[src/rtl/uart_pkg.sv]
`default_nettype none
// +--------------------------------------------------------------------------+
// | Package     : uart_pkg                                                   |
// | Description : Shared UART definitions: parity encodings, the receive     |
// |               FSM state type and a majority-of-three helper. Used by the |
// |               receive deframer and the transmit-side frame generator.    |
// | Revision    : 1.0 - initial release                                      |
// +--------------------------------------------------------------------------+
package uart_pkg;

   // Encodings of the parity_type control input.
   localparam logic [1:0] PARITY_NONE     = 2'b00;
   localparam logic [1:0] PARITY_ODD      = 2'b01;
   localparam logic [1:0] PARITY_EVEN     = 2'b10;
   localparam logic [1:0] PARITY_NONE_ALT = 2'b11;

   // Receive FSM states.
   typedef enum logic [2:0] {
      ST_IDLE   = 3'd0,
      ST_START  = 3'd1,
      ST_DATA   = 3'd2,
      ST_PARITY = 3'd3,
      ST_STOP1  = 3'd4,
      ST_STOP2  = 3'd5
   } rx_state_e;

   // Majority of three samples.
   function automatic logic maj3(input logic a, input logic b, input logic c);
      return (a & b) | (a & c) | (b & c);
   endfunction

endpackage : uart_pkg
`default_nettype wire

[src/rtl/uart_rx_sampler.sv]
`default_nettype none
// +--------------------------------------------------------------------------+
// | Module      : uart_rx_sampler                                            |
// | Description : Line conditioning and bit timing for the UART receiver.    |
// |               2-flop synchronizer (reset to 1), oversample tick counter  |
// |               and the per-bit sample strobe. With the macro              |
// |               UART_RX_MAJORITY_VOTE_EN defined, each bit value is the    |
// |               majority of the samples at mid-1, mid and mid+1 and the    |
// |               strobe fires at mid+1.                                     |
// | Ports       : clk, rst        - clock, synchronous active-high reset     |
// |               rx_in           - raw asynchronous serial line             |
// |               sample_tick     - oversample strobe                        |
// |               clear           - hold tick counter at 0 (FSM idle)        |
// |               half_mode       - start bit: strobe half a bit after entry |
// |               rx_sync         - synchronized line value                  |
// |               sampled_bit     - bit value, valid with sample_strobe      |
// |               sample_strobe   - one-clk strobe at the bit decision point |
// | Revision    : 1.0 - initial release                                      |
// +--------------------------------------------------------------------------+
module uart_rx_sampler
   import uart_pkg::*;
#(
   parameter int OVERSAMPLE = 16,
   parameter int CNT_W      = 4
) (
   input  logic clk,
   input  logic rst,
   input  logic rx_in,
   input  logic sample_tick,
   input  logic clear,
   input  logic half_mode,
   output logic rx_sync,
   output logic sampled_bit,
   output logic sample_strobe
);

   // Decision points. The counter restarts at 0 after each decision, so a
   // full-bit target of OVERSAMPLE-1 keeps later decisions exactly one bit
   // period after the start-bit decision.
`ifdef UART_RX_MAJORITY_VOTE_EN
   localparam logic [CNT_W-1:0] c_half_tgt = CNT_W'(OVERSAMPLE / 2);
`else
   localparam logic [CNT_W-1:0] c_half_tgt = CNT_W'(OVERSAMPLE / 2 - 1);
`endif
   localparam logic [CNT_W-1:0] c_full_tgt = CNT_W'(OVERSAMPLE - 1);

   logic [1:0]       sync_q, sync_d;
   logic [CNT_W-1:0] cnt_q, cnt_d;
   logic             w_hit;

   assign rx_sync = sync_q[1];
   assign w_hit   = sample_tick && !clear &&
                    (cnt_q == (half_mode ? c_half_tgt : c_full_tgt));
   assign sample_strobe = w_hit;

   always_comb begin
      sync_d = {sync_q[0], rx_in};
      cnt_d  = cnt_q;
      if (clear)
         cnt_d = '0;
      else if (sample_tick)
         cnt_d = w_hit ? '0 : cnt_q + 1'b1;
   end

   always_ff @(posedge clk) begin
      if (rst) begin
         sync_q <= 2'b11;
         cnt_q  <= '0;
      end else begin
         sync_q <= sync_d;
         cnt_q  <= cnt_d;
      end
   end

`ifdef UART_RX_MAJORITY_VOTE_EN
   // Line values at the two previous ticks; combined with the current one
   // at the decision tick to give samples at mid-1, mid and mid+1.
   logic [1:0] hist_q, hist_d;

   always_comb begin
      hist_d = hist_q;
      if (sample_tick)
         hist_d = {hist_q[0], rx_sync};
   end

   always_ff @(posedge clk) begin
      if (rst)
         hist_q <= 2'b11;
      else
         hist_q <= hist_d;
   end

   assign sampled_bit = maj3(hist_q[1], hist_q[0], rx_sync);
`else
   assign sampled_bit = rx_sync;
`endif

endmodule : uart_rx_sampler
`default_nettype wire

[src/rtl/uart_rx_deframer.sv]
`default_nettype none
// +--------------------------------------------------------------------------+
// | Module      : uart_rx_deframer                                           |
// | Description : UART receive deframer. Validates the start bit, shifts in  |
// |               7/8 data bits MSB first, checks optional parity and 1/2    |
// |               stop bits, and presents the byte with error flags and a    |
// |               one-clk data_valid pulse. Optional macro:                  |
// |               UART_RX_MAJORITY_VOTE_EN (3-sample majority per bit).      |
// | Ports       : clk, rst         - clock, synchronous active-high reset    |
// |               rx_in            - asynchronous serial line, idles high    |
// |               sample_tick      - OVERSAMPLE x baud strobe                |
// |               parity_type[1:0] - 00/11 none, 01 odd, 10 even             |
// |               stop_bits        - 0 one, 1 two stop bits                  |
// |               data_length      - 0 seven, 1 eight data bits              |
// |               data_out[7:0]    - received byte (held)                    |
// |               data_valid       - one-clk frame-complete pulse            |
// |               parity_error     - parity mismatch of last frame (held)    |
// |               frame_error      - stop bit low in last frame (held)       |
// |               busy             - validated start until completion        |
// | Revision    : 1.0 - initial release                                      |
// +--------------------------------------------------------------------------+
module uart_rx_deframer
   import uart_pkg::*;
#(
   parameter int OVERSAMPLE = 16,
   parameter int CNT_W      = 4
) (
   input  logic       clk,
   input  logic       rst,
   input  logic       rx_in,
   input  logic       sample_tick,
   input  logic [1:0] parity_type,
   input  logic       stop_bits,
   input  logic       data_length,
   output logic [7:0] data_out,
   output logic       data_valid,
   output logic       parity_error,
   output logic       frame_error,
   output logic       busy
);

   rx_state_e  state_q, state_d;
   logic [2:0] bit_cnt_q, bit_cnt_d;
   logic [7:0] shift_q, shift_d;
   logic [1:0] ptype_q, ptype_d;
   logic       stop2_q, stop2_d;
   logic       len8_q, len8_d;
   logic       par_err_q, par_err_d;   // frame-local parity result
   logic       fe_q, fe_d;             // frame-local stop-bit error
   logic [7:0] data_out_q, data_out_d;
   logic       data_valid_q, data_valid_d;
   logic       parity_error_q, parity_error_d;
   logic       frame_error_q, frame_error_d;
   logic       busy_q, busy_d;

   logic w_rx_sync;
   logic w_bit;
   logic w_strobe;

   uart_rx_sampler #(
      .OVERSAMPLE (OVERSAMPLE),
      .CNT_W      (CNT_W)
   ) u_sampler (
      .clk           (clk),
      .rst           (rst),
      .rx_in         (rx_in),
      .sample_tick   (sample_tick),
      .clear         (state_q == ST_IDLE),
      .half_mode     (state_q == ST_START),
      .rx_sync       (w_rx_sync),
      .sampled_bit   (w_bit),
      .sample_strobe (w_strobe)
   );

   always_comb begin
      state_d        = state_q;
      bit_cnt_d      = bit_cnt_q;
      shift_d        = shift_q;
      ptype_d        = ptype_q;
      stop2_d        = stop2_q;
      len8_d         = len8_q;
      par_err_d      = par_err_q;
      fe_d           = fe_q;
      data_out_d     = data_out_q;
      data_valid_d   = 1'b0;
      parity_error_d = parity_error_q;
      frame_error_d  = frame_error_q;
      busy_d         = busy_q;

      case (state_q)
         ST_IDLE: begin
            // Level-sensitive: a line still low after a completed frame
            // re-enters START (repeated break frames).
            if (sample_tick && !w_rx_sync) begin
               state_d   = ST_START;
               ptype_d   = parity_type;
               stop2_d   = stop_bits;
               len8_d    = data_length;
               shift_d   = '0;
               bit_cnt_d = '0;
               par_err_d = 1'b0;
               fe_d      = 1'b0;
            end
         end
         ST_START: begin
            if (w_strobe) begin
               if (w_bit) begin
                  state_d = ST_IDLE;    // false start
               end else begin
                  state_d = ST_DATA;
                  busy_d  = 1'b1;
               end
            end
         end
         ST_DATA: begin
            if (w_strobe) begin
               // Shifting left leaves the first bit in bit 7 (8-bit) or
               // bit 6 (7-bit); bit 7 stays 0 in 7-bit mode.
               shift_d = {shift_q[6:0], w_bit};
               if (bit_cnt_q == (len8_q ? 3'd7 : 3'd6)) begin
                  if (ptype_q == PARITY_ODD || ptype_q == PARITY_EVEN)
                     state_d = ST_PARITY;
                  else
                     state_d = ST_STOP1;
               end else begin
                  bit_cnt_d = bit_cnt_q + 3'd1;
               end
            end
         end
         ST_PARITY: begin
            if (w_strobe) begin
               par_err_d = (^shift_q) ^ w_bit ^ (ptype_q == PARITY_ODD);
               state_d   = ST_STOP1;
            end
         end
         ST_STOP1, ST_STOP2: begin
            if (w_strobe) begin
               if (state_q == ST_STOP1 && stop2_q) begin
                  fe_d    = fe_q | ~w_bit;
                  state_d = ST_STOP2;
               end else begin
                  data_out_d     = shift_q;
                  parity_error_d = par_err_q;
                  frame_error_d  = fe_q | ~w_bit;
                  data_valid_d   = 1'b1;
                  busy_d         = 1'b0;
                  state_d        = ST_IDLE;
               end
            end
         end
         default: state_d = ST_IDLE;
      endcase
   end

   always_ff @(posedge clk) begin
      if (rst) begin
         state_q        <= ST_IDLE;
         bit_cnt_q      <= '0;
         shift_q        <= '0;
         ptype_q        <= PARITY_NONE;
         stop2_q        <= 1'b0;
         len8_q         <= 1'b0;
         par_err_q      <= 1'b0;
         fe_q           <= 1'b0;
         data_out_q     <= '0;
         data_valid_q   <= 1'b0;
         parity_error_q <= 1'b0;
         frame_error_q  <= 1'b0;
         busy_q         <= 1'b0;
      end else begin
         state_q        <= state_d;
         bit_cnt_q      <= bit_cnt_d;
         shift_q        <= shift_d;
         ptype_q        <= ptype_d;
         stop2_q        <= stop2_d;
         len8_q         <= len8_d;
         par_err_q      <= par_err_d;
         fe_q           <= fe_d;
         data_out_q     <= data_out_d;
         data_valid_q   <= data_valid_d;
         parity_error_q <= parity_error_d;
         frame_error_q  <= frame_error_d;
         busy_q         <= busy_d;
      end
   end

   assign data_out     = data_out_q;
   assign data_valid   = data_valid_q;
   assign parity_error = parity_error_q;
   assign frame_error  = frame_error_q;
   assign busy         = busy_q;

endmodule : uart_rx_deframer
`default_nettype wire

[config.mk]
export PLATFORM = sky130hd
export DESIGN_NAME = uart_rx_deframer
export DESIGN_NICKNAME = d
export VERILOG_FILES = /design/src/rtl/uart_pkg.sv /design/src/rtl/uart_rx_sampler.sv /design/src/rtl/uart_rx_deframer.sv
export SDC_FILE = /design/constraint.sdc
export NUM_CORES = 1
export LEC_CHECK = 0
export BUFFER_PORTS_ARGS = -buffer_cell sky130_fd_sc_hd__buf_2
export CAP_MARGIN = 20
export CORE_MARGIN = 4
export CORE_UTILIZATION = 52
export DETAILED_ROUTE_END_ITERATION = 16
export GPL_ROUTABILITY_DRIVEN = 0
export PLACE_DENSITY = 0.75
export SYNTH_ARGS = -nofsm -noshare
export SYNTH_HDL_FRONTEND = slang
export SYNTH_SLANG_ARGS = --single-unit
[constraint.sdc]
create_clock -name clk -period 1.5 [get_ports clk]
set_input_delay 0.3 -clock clk [delete_from_list [all_inputs] [get_ports clk]]
set_output_delay 0.3 -clock clk [all_outputs]
set_load 0.02 [all_outputs]
---- Yosys cells after proc, flatten, opt, wreduce, memory -nomap -nowiden ----
Cells that the tools add are included.
Widths: inputs -> output; s select.
word-level totals
  bits in registers ....................... 38
cells by class
  $add $sub $neg .......................... 2
  equality and inequality tests ........... 19
  mux-type cells .......................... 32
  bitwise gates (word level) .............. 7
  reduce and logical (&&, ||, !) cells .... 24
operator list
  operator             number
  $mux 3               11
  $mux 8               2
  $pmux 8 s2           1
  $pmux 3 s5           1
  $ne 2x2->1 const B   7
  $mux 1               10
  $reduce_and 3->1     3
  $mux 4               2
  $reduce_and 4->1     2
  $reduce_bool 2->1    4
  $reduce_xor 8->1     1
  $eq 3x2->1 const B   2
  $eq 3x3->1 const B   2
  $ne 2x1->1 const B   3
  $pmux 1 s2           3
  $pmux 3 s2           1
  $reduce_and 6->1     1
  $reduce_and 5->1     1
  $add 4x1->4 const B  1
  $eq 4x4->1           1
  $logic_and 1x1->1    4
  $not 1->1            4
  $reduce_or 2->1      2
  $add 3x1->3 const B  1
  12 further kinds     14

---- Longest topological paths before layout ----
Gate-level depths: netlist (run 1).
  word-level depth ........................ 6
  mapped depth ............................ 8
  depth with buffers taken out ............ 7

---- By module ----
A second synthesis (run 1) with hierarchy kept.
second synthesis, totals
  cells, all modules ...................... 194
  area, all modules ....................... 1,725.4 µm²
by module, submodules not included
  module            times used  cells an instance  area an instance (µm²)
  uart_rx_deframer  1           168                1,463.9
  uart_rx_sampler   1           26                 261.5

---- Least setup slack after synthesis (run 1) ----
OpenSTA, ideal clock, no wires.
  kind .................................... register to register
  start ................................... register u_sampler.cnt_q[0]
  end ..................................... register par_err_q
  arrival time ............................ 1.555 ns
  data required time ...................... 1.435 ns
  slack ................................... -0.120 ns
  stages on the path, launching flop included .. 9
  buffers on the path ..................... 2
  period minus slack after synthesis ...... 1.620 ns
  cell sequence ........................... dfxtp_1 ha_1 and3_1 buf_4 and2_4 buf_6 nand3_2 mux2_1 nor2_1
on the way
  longest elaborated chain between the ends .. 4
ends and longest elaborated chain
  what                        RTL line                 text
  from (decl)                 uart_rx_sampler.sv:48    logic [CNT_W-1:0] cnt_q, cnt_d;
  from (signal assigned)      uart_rx_sampler.sv:71    cnt_q <= cnt_d;
  $eq 4x4->1                  uart_rx_sampler.sv:53    (cnt_q == (half_mode ? c_half_tgt : c_full_tgt));
  $logic_and 1x1->1           uart_rx_sampler.sv:52    assign w_hit = sample_tick && !clear &&
  $ne 2x1->1 (no line)        -
  $reduce_and 3->1 (no line)  -
  to (signal assigned)        uart_rx_deframer.sv:177  par_err_q <= par_err_d;
  to (decl)                   uart_rx_deframer.sv:48   logic par_err_q, par_err_d;
Every way passes these cells.
A chain may end at the register's enable or synchronous reset.

---- Worst setup path in the final report (run 1) ----
  start ................................... register state_q[1]
  end ..................................... register state_q[1]
on the way
  longest elaborated chain between the ends .. 6
  elaborated cells between the ends (all ways) .. 20
  those cells by class .................... eq/ne (12); mux (2); reduce/logical (6)
ends and longest elaborated chain
  what                                                       RTL line                                                                text
  from (decl)                                                uart_rx_deframer.sv:42                                                  rx_state_e state_q, state_d;
  from (signal assigned)                                     uart_rx_deframer.sv:171                                                 state_q <= state_d;
  $eq 3x1->1 / $logic_not 3->1 (equally long branches)       uart_rx_deframer.sv:69, uart_rx_deframer.sv:90, uart_rx_deframer.sv:68
  $mux 4 / $logic_not 1->1 (equally long branches)           uart_rx_sampler.sv:53, uart_rx_sampler.sv:52
  $eq 4x4->1 / $logic_and 1x1->1 (equally long branches)     uart_rx_sampler.sv:53, uart_rx_sampler.sv:52
  $logic_and 1x1->1                                          uart_rx_sampler.sv:52
  $ne 2x2->1 (no line) / $ne 2x1->1 (equally long branches)  -
  $reduce_and 6->1 (no line)                                 -
Several ways; a longest one is shown, not always the timed one.

==> results of run 1 <==
routing by layer:
metal	vias to the layer above	wire, um
met4	0	48
met2	47	1760
met3	5	281
li1	795	-
met1	717	1720
met5	-	0
worst max-delay path: cells and delay by family, from the launching register on:
family | cells | cell delay [ns]
AO/OA/AOI/OAI | 3 | 0.61
flip-flops | 1 | 0.40
AND/OR/NAND/NOR | 2 | 0.43
cells in the mapped netlist, drive strengths merged (2+ instances only):
| cell | n |
|---|---|
| dfxtp | 38 |
| nand2 | 25 |
| nor2 | 24 |
| a21oi | 18 |
| mux2i | 13 |
| buf | 11 |
| nand4 | 10 |
| xnor2 | 7 |
| nor3 | 6 |
| nand3 | 5 |
| o21ai | 5 |
| xor2 | 5 |
| clkbuf | 4 |
| inv | 4 |
| ha | 3 |
| nor2b | 3 |
| o211ai | 3 |
| a22oi | 2 |
| nand2b | 2 |
| nor3b | 2 |
| o31ai | 2 |
| or2 | 2 |
power by group through the flow:
stage	clock network [mW]	logic, mW	registers [mW]
2_1_floorplan	0	0.0539	1.04
6_report	0.487	0.0848	1.02
4_1_cts	0.505	0.0827	1.02
3_5_place_dp	0	0.0824	1.04
5_1_grt	0.547	0.0938	1.02
3_3_place_gp	0	0.0810	1.04
placed cells by master, fill, tap and decap left out, types with 4 or more instances in the layout:
| master | count |
|---|---|
| sky130_fd_sc_hd__a21oi_1 | 18 |
| sky130_fd_sc_hd__buf_2 | 19 |
| sky130_fd_sc_hd__buf_4 | 25 |
| sky130_fd_sc_hd__clkbuf_4 | 5 |
| sky130_fd_sc_hd__dfxtp_1 | 25 |
| sky130_fd_sc_hd__dfxtp_2 | 10 |
| sky130_fd_sc_hd__mux2i_1 | 12 |
| sky130_fd_sc_hd__nand2_1 | 22 |
| sky130_fd_sc_hd__nand3_1 | 4 |
| sky130_fd_sc_hd__nand4_1 | 10 |
| sky130_fd_sc_hd__nor2_1 | 21 |
| sky130_fd_sc_hd__nor3_1 | 5 |
| sky130_fd_sc_hd__xnor2_1 | 6 |
| sky130_fd_sc_hd__xor2_1 | 4 |
metrics by stage:
step | instance area [um2] | TNS (ns) | util [%] | instances
after floorplan | 1850 | 0 | - | 208
after global placement | 2090 | -0.0574 | 62.2 | 281
after detailed placement | 2090 | -0.0687 | 62.2 | 281
after CTS | 2170 | -0.00328 | 64.5 | 290
after global routing | 2220 | -0.340 | 66.0 | 291
final | 2220 | -0.00816 | 66.0 | 291
state kept, by name, indices dropped and copies added (netlist names):
| register | cells |
|---|---|
| stop2_q | 1 |
| frame_error | 1 |
| u_sampler.sync_q | 2 |
| data_out | 8 |
| ptype_q | 2 |
| state_q | 3 |
| u_sampler.cnt_q | 4 |
| bit_cnt_q | 3 |
| busy | 1 |
| data_valid | 1 |
| par_err_q | 1 |
| len8_q | 1 |
| fe_q | 1 |
| shift_q | 8 |
| parity_error | 1 |
kinds of logic after synthesis:
group	Yosys count
flip-flops	38
AND/OR/NAND/NOR	84
buffers and inverters	19
AO/OA/AOI/OAI	37
adder cells (fa/ha/maj)	3
multiplexers	14
XOR/XNOR	13
worst min-delay path by stage:
| stage | from | end | slack (ns) | cells after the start |
|---|---|---|---|---|
| floorplan | u_sampler.sync_q[0] | u_sampler.sync_q[1] | 0.39 | 1 |
| global placement | u_sampler.sync_q[0] | u_sampler.sync_q[1] | 0.39 | 1 |
| detailed placement | u_sampler.sync_q[0] | u_sampler.sync_q[1] | 0.41 | 1 |
| CTS | rx_in | u_sampler.sync_q[0] | 0.14 | 2 |
| global route | rx_in | u_sampler.sync_q[0] | 0.14 | 2 |
| finish | rx_in | u_sampler.sync_q[0] | 0.14 | 2 |
area by class of cell:
type                            instances  area share [%]
Tap cell                               46            2.59
Sequential cell                        38            35.3
Clock inverter                          2           0.451
Timing Repair Buffer                   45            13.6
Clock buffer                            5            1.69
Inverter                                4           0.676
Multi-Input combinational cell        151            45.6
timing repair:
| action | in CTS | in global routing |
|---|---|---|
| pin swaps | 3 | 4 |
| buffers inserted | 2 | 1 |
| gates resized for setup | 6 | 18 |
| endpoints found under the hold margin | 0 | 0 |
| setup endpoints to repair | 11 | 25 |
| gates cloned | 0 | 0 |
==> impl_results.html, run 1 <==
<table>
<tr><th>Metric</th><th>Value</th></tr>
<tr><th colspan="2">Run status</th></tr>
<tr><td>Run status</td><td>finished with violations</td></tr>
<tr><td>Violated checks</td><td>negative setup slack</td></tr>
<tr><th colspan="2">Detailed routing</th></tr>
<tr><td>DRC violation count after routing</td><td>0</td></tr>
<tr><td>Total via count in the routed design</td><td>1564</td></tr>
<tr><td>1st-pass router iterations</td><td>4</td></tr>
<tr><td>Average wire per standard cell</td><td>13.1 um</td></tr>
<tr><td>Post-DRT Antenna Nets</td><td>0</td></tr>
<tr><td>Total wirelength of the detailed-routed design</td><td>3820 um</td></tr>
<tr><td>Initial DRC count</td><td>104</td></tr>
<tr><td>Mean number of vias per cell</td><td>5.37</td></tr>
<tr><th colspan="2">Final layout</th></tr>
<tr><td>Footprint of the multi-input gates</td><td>about 1000 um2</td></tr>
<tr><td>Area added between synthesis and finish</td><td>21.8%</td></tr>
<tr><td>Sequential cell area in the final layout</td><td>785 um2</td></tr>
<tr><td>Antenna Diode Count</td><td>0</td></tr>
<tr><td>Share of cells above drive strength 1</td><td>35.5%</td></tr>
<tr><td>Layout Nets</td><td>256</td></tr>
<tr><td>Fillcell total</td><td>~310</td></tr>
<tr><th colspan="2">Synthesis</th></tr>
<tr><td>Cell type with the highest aggregate area in the netlist</td><td>sky130_fd_sc_hd__dfxtp_1</td></tr>
<tr><td>Mapped Cells</td><td>208</td></tr>
<tr><td>Xor and xnor fraction of the mapped netlist area</td><td>7.00%</td></tr>
<tr><td>Number of enable flip-flop cells after synthesis</td><td>0</td></tr>
<tr><td>Number of warning messages in the yosys log</td><td>0</td></tr>
<tr><td>Syn nets</td><td>219</td></tr>
<tr><td>Post-Synth Simple-Gate Area</td><td>between 20% and 30%</td></tr>
<tr><td>Sequential share of the synthesized area</td><td>41.7%</td></tr>
<tr><td>Main combinational cell family by area after synthesis</td><td>simple AND/OR/NAND/NOR gates</td></tr>
<tr><td>Mux contribution to synthesized area</td><td>7.76%</td></tr>
<tr><td>Adder-cell area share of the yosys netlist</td><td>2.06%</td></tr>
<tr><td>Fraction of registers with async set/reset</td><td>0%</td></tr>
<tr><td>Post-synth cell types</td><td>44</td></tr>
<tr><td>Summed instance area of the synthesized netlist</td><td>1820 um2</td></tr>
<tr><td>Flip-flop cell with the highest count after synthesis</td><td>sky130_fd_sc_hd__dfxtp_1</td></tr>
<tr><td>Average instance area after synthesis</td><td>8.76 um2</td></tr>
<tr><td>Share of the synthesized area in compound gates (AO/OA/AOI/OAI)</td><td>12.6%</td></tr>
<tr><td>Area share of the leading cell type in the synthesized netlist</td><td>around two fifths</td></tr>
<tr><td>Post-synthesis sequential element count</td><td>38</td></tr>
<tr><td>Top area cells in the synthesized netlist</td><td>sky130_fd_sc_hd__dfxtp_1 (42%), sky130_fd_sc_hd__mux2i_1 (7.1%), sky130_fd_sc_hd__nand2_1 (5.1%)</td></tr>
<tr><th colspan="2">Power and ir drop</th></tr>
<tr><td>Leakage dissipation</td><td>roughly 0.86 nW</td></tr>
<tr><td>Sw Pwr</td><td>around 0.37 mW</td></tr>
<tr><td>Switching part of the total</td><td>between 20% and 30%</td></tr>
<tr><td>Internal power summed over all cells</td><td>1.22 mW</td></tr>
<tr><td>Tot Pwr</td><td>1.59 mW</td></tr>
<tr><td>Peak ir drop on the vdd network</td><td>593 uV</td></tr>
<tr><td>Power share of the sequential group</td><td>64.0%</td></tr>
<tr><td>Power per cell area</td><td>715 nW/um2</td></tr>
<tr><td>Combinational power share</td><td>around 5.3%</td></tr>
<tr><td>Clock network fraction of total power</td><td>30.7%</td></tr>
<tr><th colspan="2">Setup path</th></tr>
<tr><td>Crit path launch type</td><td>flop</td></tr>
<tr><td>Worst Setup End Kind</td><td>flop</td></tr>
<tr><td>Cell type with the highest occurrence count on the critical path</td><td>sky130_fd_sc_hd__a21oi_1</td></tr>
<tr><td>CP endpoint</td><td>state_q[1]</td></tr>
<tr><td>Largest fanout of any net on the critical path</td><td>9</td></tr>
<tr><td>Flop-to-flop setup slack</td><td>-0.008 ns</td></tr>
<tr><td>Critical path cell sequence</td><td>a21oi_1 -&gt; nor2b_1 -&gt; o31a_1 -&gt; or3_1 -&gt; a21oi_1</td></tr>
<tr><td>WP data required</td><td>~1.8 ns</td></tr>
<tr><td>Worst flop-to-flop path startpoint</td><td>state_q[1]</td></tr>
<tr><td>Path type of the worst setup path</td><td>reg -&gt; reg</td></tr>
<tr><td>Worst r2r path cells</td><td>5</td></tr>
<tr><td>Critical register-to-register path endpoint</td><td>state_q[1]</td></tr>
<tr><td>Worst Path Arrival</td><td>approximately 1.8 ns</td></tr>
<tr><td>Standard cell with the maximum stage delay on the critical path</td><td>sky130_fd_sc_hd__dfxtp_4</td></tr>
<tr><td>Maximum single-stage delay on the critical path</td><td>approximately 0.40 ns</td></tr>
<tr><td>Launch point of the worst path</td><td>state_q[1]</td></tr>
<tr><th colspan="2">Clock tree</th></tr>
<tr><td>Maximum buffer depth of the clock tree</td><td>2</td></tr>
<tr><td>Clock tree from TritonCTS</td><td>yes</td></tr>
<tr><td>Source-to-sink clock delay at the later pin of the worst-skew pair</td><td>0.34 ns</td></tr>
<tr><td>CTS H-tree depth</td><td>2</td></tr>
<tr><td>Clock sink count</td><td>38</td></tr>
<tr><td>Root buffer cell</td><td>sky130_fd_sc_hd__clkbuf_4</td></tr>
<tr><td>Number of clock buffers inserted by TritonCTS</td><td>5</td></tr>
<tr><td>Worst-path clk slew</td><td>0.11 ns</td></tr>
<tr><td>Count of hold-fix buffers inserted at cts</td><td>0</td></tr>
<tr><th colspan="2">Die</th></tr>
<tr><td>Die outline area</td><td>4520 um2</td></tr>
<tr><td>Floorplan core area</td><td>between 3000 and 4000 um2</td></tr>
<tr><td>Die height</td><td>67.2 um</td></tr>
<tr><td>Row count</td><td>21</td></tr>
<tr><td>Top Ports</td><td>20</td></tr>
<tr><td>Die X-Extent</td><td>approximately 67 um</td></tr>
<tr><td>Initial cell density of the core</td><td>54.2%</td></tr>
<tr><th colspan="2">Global route</th></tr>
<tr><td>Met3 usage in global routing</td><td>4.99%</td></tr>
<tr><td>Pin count of the biggest net entering global routing</td><td>29</td></tr>
<tr><td>GR Util met1</td><td>between 20% and 30%</td></tr>
<tr><td>Overflow left after global routing</td><td>0</td></tr>
<tr><td>First-pass GRT wire length</td><td>6460 um</td></tr>
<tr><td>Met2 track demand over resource in global routing</td><td>approximately 28%</td></tr>
<tr><td>GRT busiest layer</td><td>met2</td></tr>
<tr><td>Vias in the first global route</td><td>1397</td></tr>
<tr><td>Total Routing Usage GR</td><td>19.2%</td></tr>
<tr><td>Initial antenna violation count</td><td>0</td></tr>
<tr><th colspan="2">Timing</th></tr>
<tr><td>Number of setup violations in the final report</td><td>1</td></tr>
<tr><td>Final Slew Violations</td><td>0</td></tr>
<tr><td>Maximum clock rate</td><td>approximately 660 MHz</td></tr>
<tr><td>Final clock skew</td><td>between 0.009 and 0.01 ns</td></tr>
<tr><td>Worst Hold Margin</td><td>0.137 ns</td></tr>
<tr><td>Headroom to the max-slew limit</td><td>66.4%</td></tr>
<tr><td>Worst-Margin Slew</td><td>0.505 ns</td></tr>
<tr><td>Final Hold Violating Endpoints</td><td>0</td></tr>
<tr><td>Worst Setup Slack, final</td><td>-0.00816 ns</td></tr>
<tr><td>Post-layout minimum cycle time</td><td>1.51 ns</td></tr>
<tr><td>RSZ-0062 raised after global routing</td><td>yes</td></tr>
<tr><td>Period utilization</td><td>101%</td></tr>
<tr><th colspan="2">Place</th></tr>
<tr><td>Half-perimeter wire length after placement</td><td>2760 um</td></tr>
<tr><td>Pre-CTS setup slack</td><td>-0.0376 ns</td></tr>
<tr><td>Number of buffers inserted by port buffering</td><td>19</td></tr>
<tr><th colspan="2">Worst hold path</th></tr>
<tr><td>Path type of the worst min-delay path</td><td>in -&gt; reg</td></tr>
<tr><th colspan="2">Flow run</th></tr>
<tr><td>Max-cap violations</td><td>0</td></tr>
</table>
(Power assumes the default switching activity.)
==> run 2: changes to the inputs <==
--- a/config.mk
+++ b/config.mk
@@ -5,6 +5,7 @@
 export SDC_FILE = /design/constraint.sdc
 export NUM_CORES = 1
 export LEC_CHECK = 0
+export ABC_AREA = 1
 export BUFFER_PORTS_ARGS = -buffer_cell sky130_fd_sc_hd__buf_2
 export CAP_MARGIN = 20
 export CORE_MARGIN = 4
==> run 2 against run 1 <==
The run still ends with negative setup slack left. Via count increased by 17%. Area after synthesis increased by 6.3%. Global-route usage decreased by 1.3 points. Power increased by 70%. First-iteration DRC count increased by 67%. Core utilization increased by 4.1 points. Routed wire length increased by 12%. Worst hold slack improved by 0.061 ns. Critical endpoint is now data_out[4].
==> impl_results.html, run 2 <==
<table>
<tr><th>Metric</th><th>Value</th></tr>
<tr><th colspan="2">Setup path</th></tr>
<tr><td>Largest fanout of any net on the critical path</td><td>7</td></tr>
<tr><td>Worst r2r path cells</td><td>8</td></tr>
<tr><td>Flop-to-flop setup slack</td><td>-0.02 ns</td></tr>
<tr><td>Worst Path Arrival</td><td>roughly 1.7 ns</td></tr>
<tr><td>Critical register-to-register path endpoint</td><td>data_out[4]</td></tr>
<tr><td>Crit path launch type</td><td>flop</td></tr>
<tr><td>WP data required</td><td>1.68 ns</td></tr>
<tr><td>Worst Setup End Kind</td><td>flop</td></tr>
<tr><td>Path type of the worst setup path</td><td>reg -&gt; reg</td></tr>
<tr><td>Worst flop-to-flop path startpoint</td><td>u_sampler.cnt_q[0]</td></tr>
<tr><th colspan="2">Synthesis</th></tr>
<tr><td>Number of enable flip-flop cells after synthesis</td><td>0</td></tr>
<tr><td>Area share of the leading cell type in the synthesized netlist</td><td>39.3%</td></tr>
<tr><td>Fraction of registers with async set/reset</td><td>0%</td></tr>
<tr><td>Main combinational cell family by area after synthesis</td><td>simple AND/OR/NAND/NOR gates</td></tr>
<tr><td>Top area cells in the synthesized netlist</td><td>sky130_fd_sc_hd__dfxtp_1 (39%), sky130_fd_sc_hd__nand2_1 (15%), sky130_fd_sc_hd__a21oi_1 (7.7%)</td></tr>
<tr><td>Post-synthesis sequential element count</td><td>38</td></tr>
<tr><td>Cell type with the highest aggregate area in the netlist</td><td>sky130_fd_sc_hd__dfxtp_1</td></tr>
<tr><td>Xor and xnor fraction of the mapped netlist area</td><td>less than 1%</td></tr>
<tr><td>Summed instance area of the synthesized netlist</td><td>1940 um2</td></tr>
<tr><td>Flip-flop cell with the highest count after synthesis</td><td>sky130_fd_sc_hd__dfxtp_1</td></tr>
<tr><td>Mux contribution to synthesized area</td><td>0%</td></tr>
<tr><td>Post-synth cell types</td><td>30</td></tr>
<tr><td>Sequential share of the synthesized area</td><td>39.3%</td></tr>
<tr><td>Commonest cells in the netlist</td><td>sky130_fd_sc_hd__nand2_1 (76), sky130_fd_sc_hd__dfxtp_1 (38), sky130_fd_sc_hd__a21oi_1 (30), sky130_fd_sc_hd__nor2_1 (30), sky130_fd_sc_hd__inv_1 (29)</td></tr>
<tr><td>Most instantiated library cell after synthesis</td><td>sky130_fd_sc_hd__nand2_1</td></tr>
<tr><td>Syn nets</td><td>292</td></tr>
<tr><td>Post-Synth Simple-Gate Area</td><td>34.5%</td></tr>
<tr><td>Mapped Cells</td><td>~280</td></tr>
<tr><td>Average instance area after synthesis</td><td>6.90 um2</td></tr>
<tr><td>Share of the synthesized area in compound gates (AO/OA/AOI/OAI)</td><td>between 10 and 15%</td></tr>
<tr><td>Adder-cell area share of the yosys netlist</td><td>1.94%</td></tr>
<tr><td>Number of warning messages in the yosys log</td><td>0</td></tr>
<tr><th colspan="2">Worst hold path</th></tr>
<tr><td>Path type of the worst min-delay path</td><td>in -&gt; reg</td></tr>
<tr><td>Hold path depth</td><td>2</td></tr>
<tr><td>Endpoint, Worst Hold</td><td>u_sampler.sync_q[0]</td></tr>
<tr><td>Origin of the worst min-delay path</td><td>rx_in</td></tr>
<tr><th colspan="2">Die</th></tr>
<tr><td>Initial cell density of the core</td><td>a little under three fifths</td></tr>
<tr><td>Row count</td><td>21</td></tr>
<tr><td>Die outline area</td><td>around 4800 um2</td></tr>
<tr><td>Die height</td><td>69.1 um</td></tr>
<tr><td>Top Ports</td><td>20</td></tr>
<tr><td>Floorplan core area</td><td>3470 um2</td></tr>
<tr><td>Die X-Extent</td><td>approximately 69 um</td></tr>
<tr><th colspan="2">Detailed routing</th></tr>
<tr><td>Total wirelength of the detailed-routed design</td><td>4290 um</td></tr>
<tr><td>1st-pass router iterations</td><td>4</td></tr>
<tr><td>Average wire per standard cell</td><td>11.9 um</td></tr>
<tr><td>Mean number of vias per cell</td><td>5.09</td></tr>
<tr><td>Post-DRT Antenna Nets</td><td>0</td></tr>
<tr><td>Total via count in the routed design</td><td>between 1500 and 2000</td></tr>
<tr><td>DRC violation count after routing</td><td>0</td></tr>
<tr><td>Initial DRC count</td><td>about 170</td></tr>
<tr><th colspan="2">Power and ir drop</th></tr>
<tr><td>Power per cell area</td><td>1110 nW/um2</td></tr>
<tr><td>Leakage dissipation</td><td>around 1.1 nW</td></tr>
<tr><td>Peak ir drop on the vdd network</td><td>slightly above 700 uV</td></tr>
<tr><th colspan="2">Global route</th></tr>
<tr><td>First-pass GRT wire length</td><td>7170 um</td></tr>
<tr><td>Total Routing Usage GR</td><td>17.8%</td></tr>
<tr><td>Overflow left after global routing</td><td>0</td></tr>
<tr><td>Initial antenna violation count</td><td>0</td></tr>
<tr><td>Vias in the first global route</td><td>1679</td></tr>
<tr><td>Pin count of the biggest net entering global routing</td><td>20</td></tr>
<tr><th colspan="2">Clock tree</th></tr>
<tr><td>Clock tree from TritonCTS</td><td>yes</td></tr>
<tr><td>Worst-path clk slew</td><td>0.08 ns</td></tr>
<tr><td>CTS H-tree depth</td><td>2</td></tr>
<tr><td>Count of hold-fix buffers inserted at cts</td><td>0</td></tr>
<tr><td>Source-to-sink clock delay at the later pin of the worst-skew pair</td><td>0.29 ns</td></tr>
<tr><td>Maximum buffer depth of the clock tree</td><td>2</td></tr>
<tr><td>Clock sink count</td><td>38</td></tr>
<tr><td>Number of clock buffers inserted by TritonCTS</td><td>5</td></tr>
<tr><td>Root buffer cell</td><td>sky130_fd_sc_hd__clkbuf_8</td></tr>
<tr><th colspan="2">Place</th></tr>
<tr><td>Area of placed instances</td><td>2090 um2</td></tr>
<tr><td>Half-perimeter wire length after placement</td><td>2820 um</td></tr>
<tr><td>Number of buffers inserted by port buffering</td><td>19</td></tr>
<tr><th colspan="2">Final layout</th></tr>
<tr><td>Fillcell total</td><td>slightly below 300</td></tr>
<tr><td>Commonest cells after routing, fill and taps aside</td><td>sky130_fd_sc_hd__nand2_1 (69), sky130_fd_sc_hd__dfxtp_1 (35), sky130_fd_sc_hd__nor2_1 (30)</td></tr>
<tr><td>Antenna Diode Count</td><td>0</td></tr>
<tr><td>Area of all placed cells without fillers</td><td>roughly 2400 um2</td></tr>
<tr><td>Share of cells above drive strength 1</td><td>between 30 and 40%</td></tr>
<tr><td>Layout Nets</td><td>323</td></tr>
<tr><td>Area added between synthesis and finish</td><td>25.6%</td></tr>
<tr><td>Share of the core filled with cells in the final layout</td><td>a little over two thirds</td></tr>
<tr><td>Most frequent standard cell in the layout excluding fill and tap cells</td><td>sky130_fd_sc_hd__nand2_1</td></tr>
<tr><th colspan="2">Timing</th></tr>
<tr><td>Post-layout minimum cycle time</td><td>between 1.5 and 2 ns</td></tr>
<tr><td>Worst-Margin Slew</td><td>around 0.49 ns</td></tr>
<tr><td>Worst Setup Slack, final</td><td>-0.0155 ns</td></tr>
<tr><td>Number of setup violations in the final report</td><td>2</td></tr>
<tr><td>RSZ-0062 raised after global routing</td><td>yes</td></tr>
<tr><td>Maximum clock rate</td><td>roughly 660 MHz</td></tr>
<tr><td>Final Hold Violating Endpoints</td><td>0</td></tr>
<tr><td>Headroom to the max-slew limit</td><td>~68%</td></tr>
<tr><td>Final clock skew</td><td>0.00917 ns</td></tr>
<tr><td>Period utilization</td><td>101%</td></tr>
<tr><td>Final Slew Violations</td><td>0</td></tr>
<tr><td>Final sum of negative setup slack</td><td>-0.0211 ns</td></tr>
<tr><th colspan="2">Run status</th></tr>
<tr><td>Run status</td><td>finished with violations</td></tr>
<tr><td>Violated checks</td><td>negative setup slack</td></tr>
<tr><th colspan="2">Flow run</th></tr>
<tr><td>Max-cap violations</td><td>0</td></tr>
</table>
run 2: through the flow:
stage / setup slack, ns / std cells / power (mW) / hold slack [ns]
6_report: -0.0155 / 359 / 2.70 / 0.198
5_1_grt: -0.0944 / 359 / 2.82 / 0.215
4_1_cts: 0.000762 / 354 / 2.64 / 0.191
3_5_place_dp: -0.0847 / 344 / 1.58 / 0.397
3_3_place_gp: -0.0369 / 344 / 1.57 / 0.393
2_1_floorplan: 0.0517 / 281 / 1.49 / 0.389
run 2: logic make-up after synthesis:
group | Yosys count
compound gates | 50
xor+xnor | 2
simple gates | 144
flops | 38
fa+ha+maj | 3
buf+inv | 44
run 2: layer usage:
metal	vias up	share of wire, %	global-route usage [%]
li1	956	-	-
met5	-	0	0
met3	8	3.3	3.63
met1	836	45	22.6
met4	0	1.5	5.86
met2	28	50	30.1
run 2: worst max path at each step:
stage / start / end / slack (ns) / cells past startpoint
2_1_floorplan: u_sampler.cnt_q[0] / data_out[2] / 0.05 / 8
3_3_place_gp: u_sampler.cnt_q[0] / data_out[2] / -0.04 / 8
3_5_place_dp: u_sampler.cnt_q[0] / data_out[0] / -0.08 / 8
4_1_cts: u_sampler.cnt_q[0] / shift_q[3] / 0.0008 / 9
5_1_grt: u_sampler.cnt_q[0] / data_out[2] / -0.09 / 8
6_report: u_sampler.cnt_q[0] / data_out[4] / -0.02 / 8
run 2: cell type report:
type                            count  area [um2]  share of cell area (%)
Sequential cell                    38         767                    31.5
Timing Repair Buffer               28         170                    6.99
Tap cell                           46        57.6                    2.37
Clock inverter                      2        60.1                    2.47
Timing Repair inverter              1        5.00                   0.206
Inverter                           37         151                    6.22
Multi-Input combinational cell    201        1140                    46.8
Clock buffer                        6        82.6                    3.39
run 2: worst max-delay path, cell delays in order (launching register included):
cell and delay (ns):
sky130_fd_sc_hd__dfxtp_4 0.37, sky130_fd_sc_hd__ha_4 0.13, sky130_fd_sc_hd__and3_4 0.21, sky130_fd_sc_hd__nand2_4 0.07, sky130_fd_sc_hd__nor2_8 0.18, sky130_fd_sc_hd__nand3_4 0.17, sky130_fd_sc_hd__buf_6 0.18, sky130_fd_sc_hd__nand2_2 0.06
sky130_fd_sc_hd__a21oi_2 0.04
run 2: where the power goes:
group	total (mW)	internal [mW]	switching [mW]
registers	1.13	1.06	0.0675
logic	0.503	0.173	0.330
clock network	1.07	0.709	0.357
run 2: what timing repair did:
item / in CTS / in global routing
setup buffers: 0 / 4
setup endpoints to repair: 18 / 26
pin swaps: 3 / 8
cloned: 2 / 1
gates resized for setup: 2 / 40
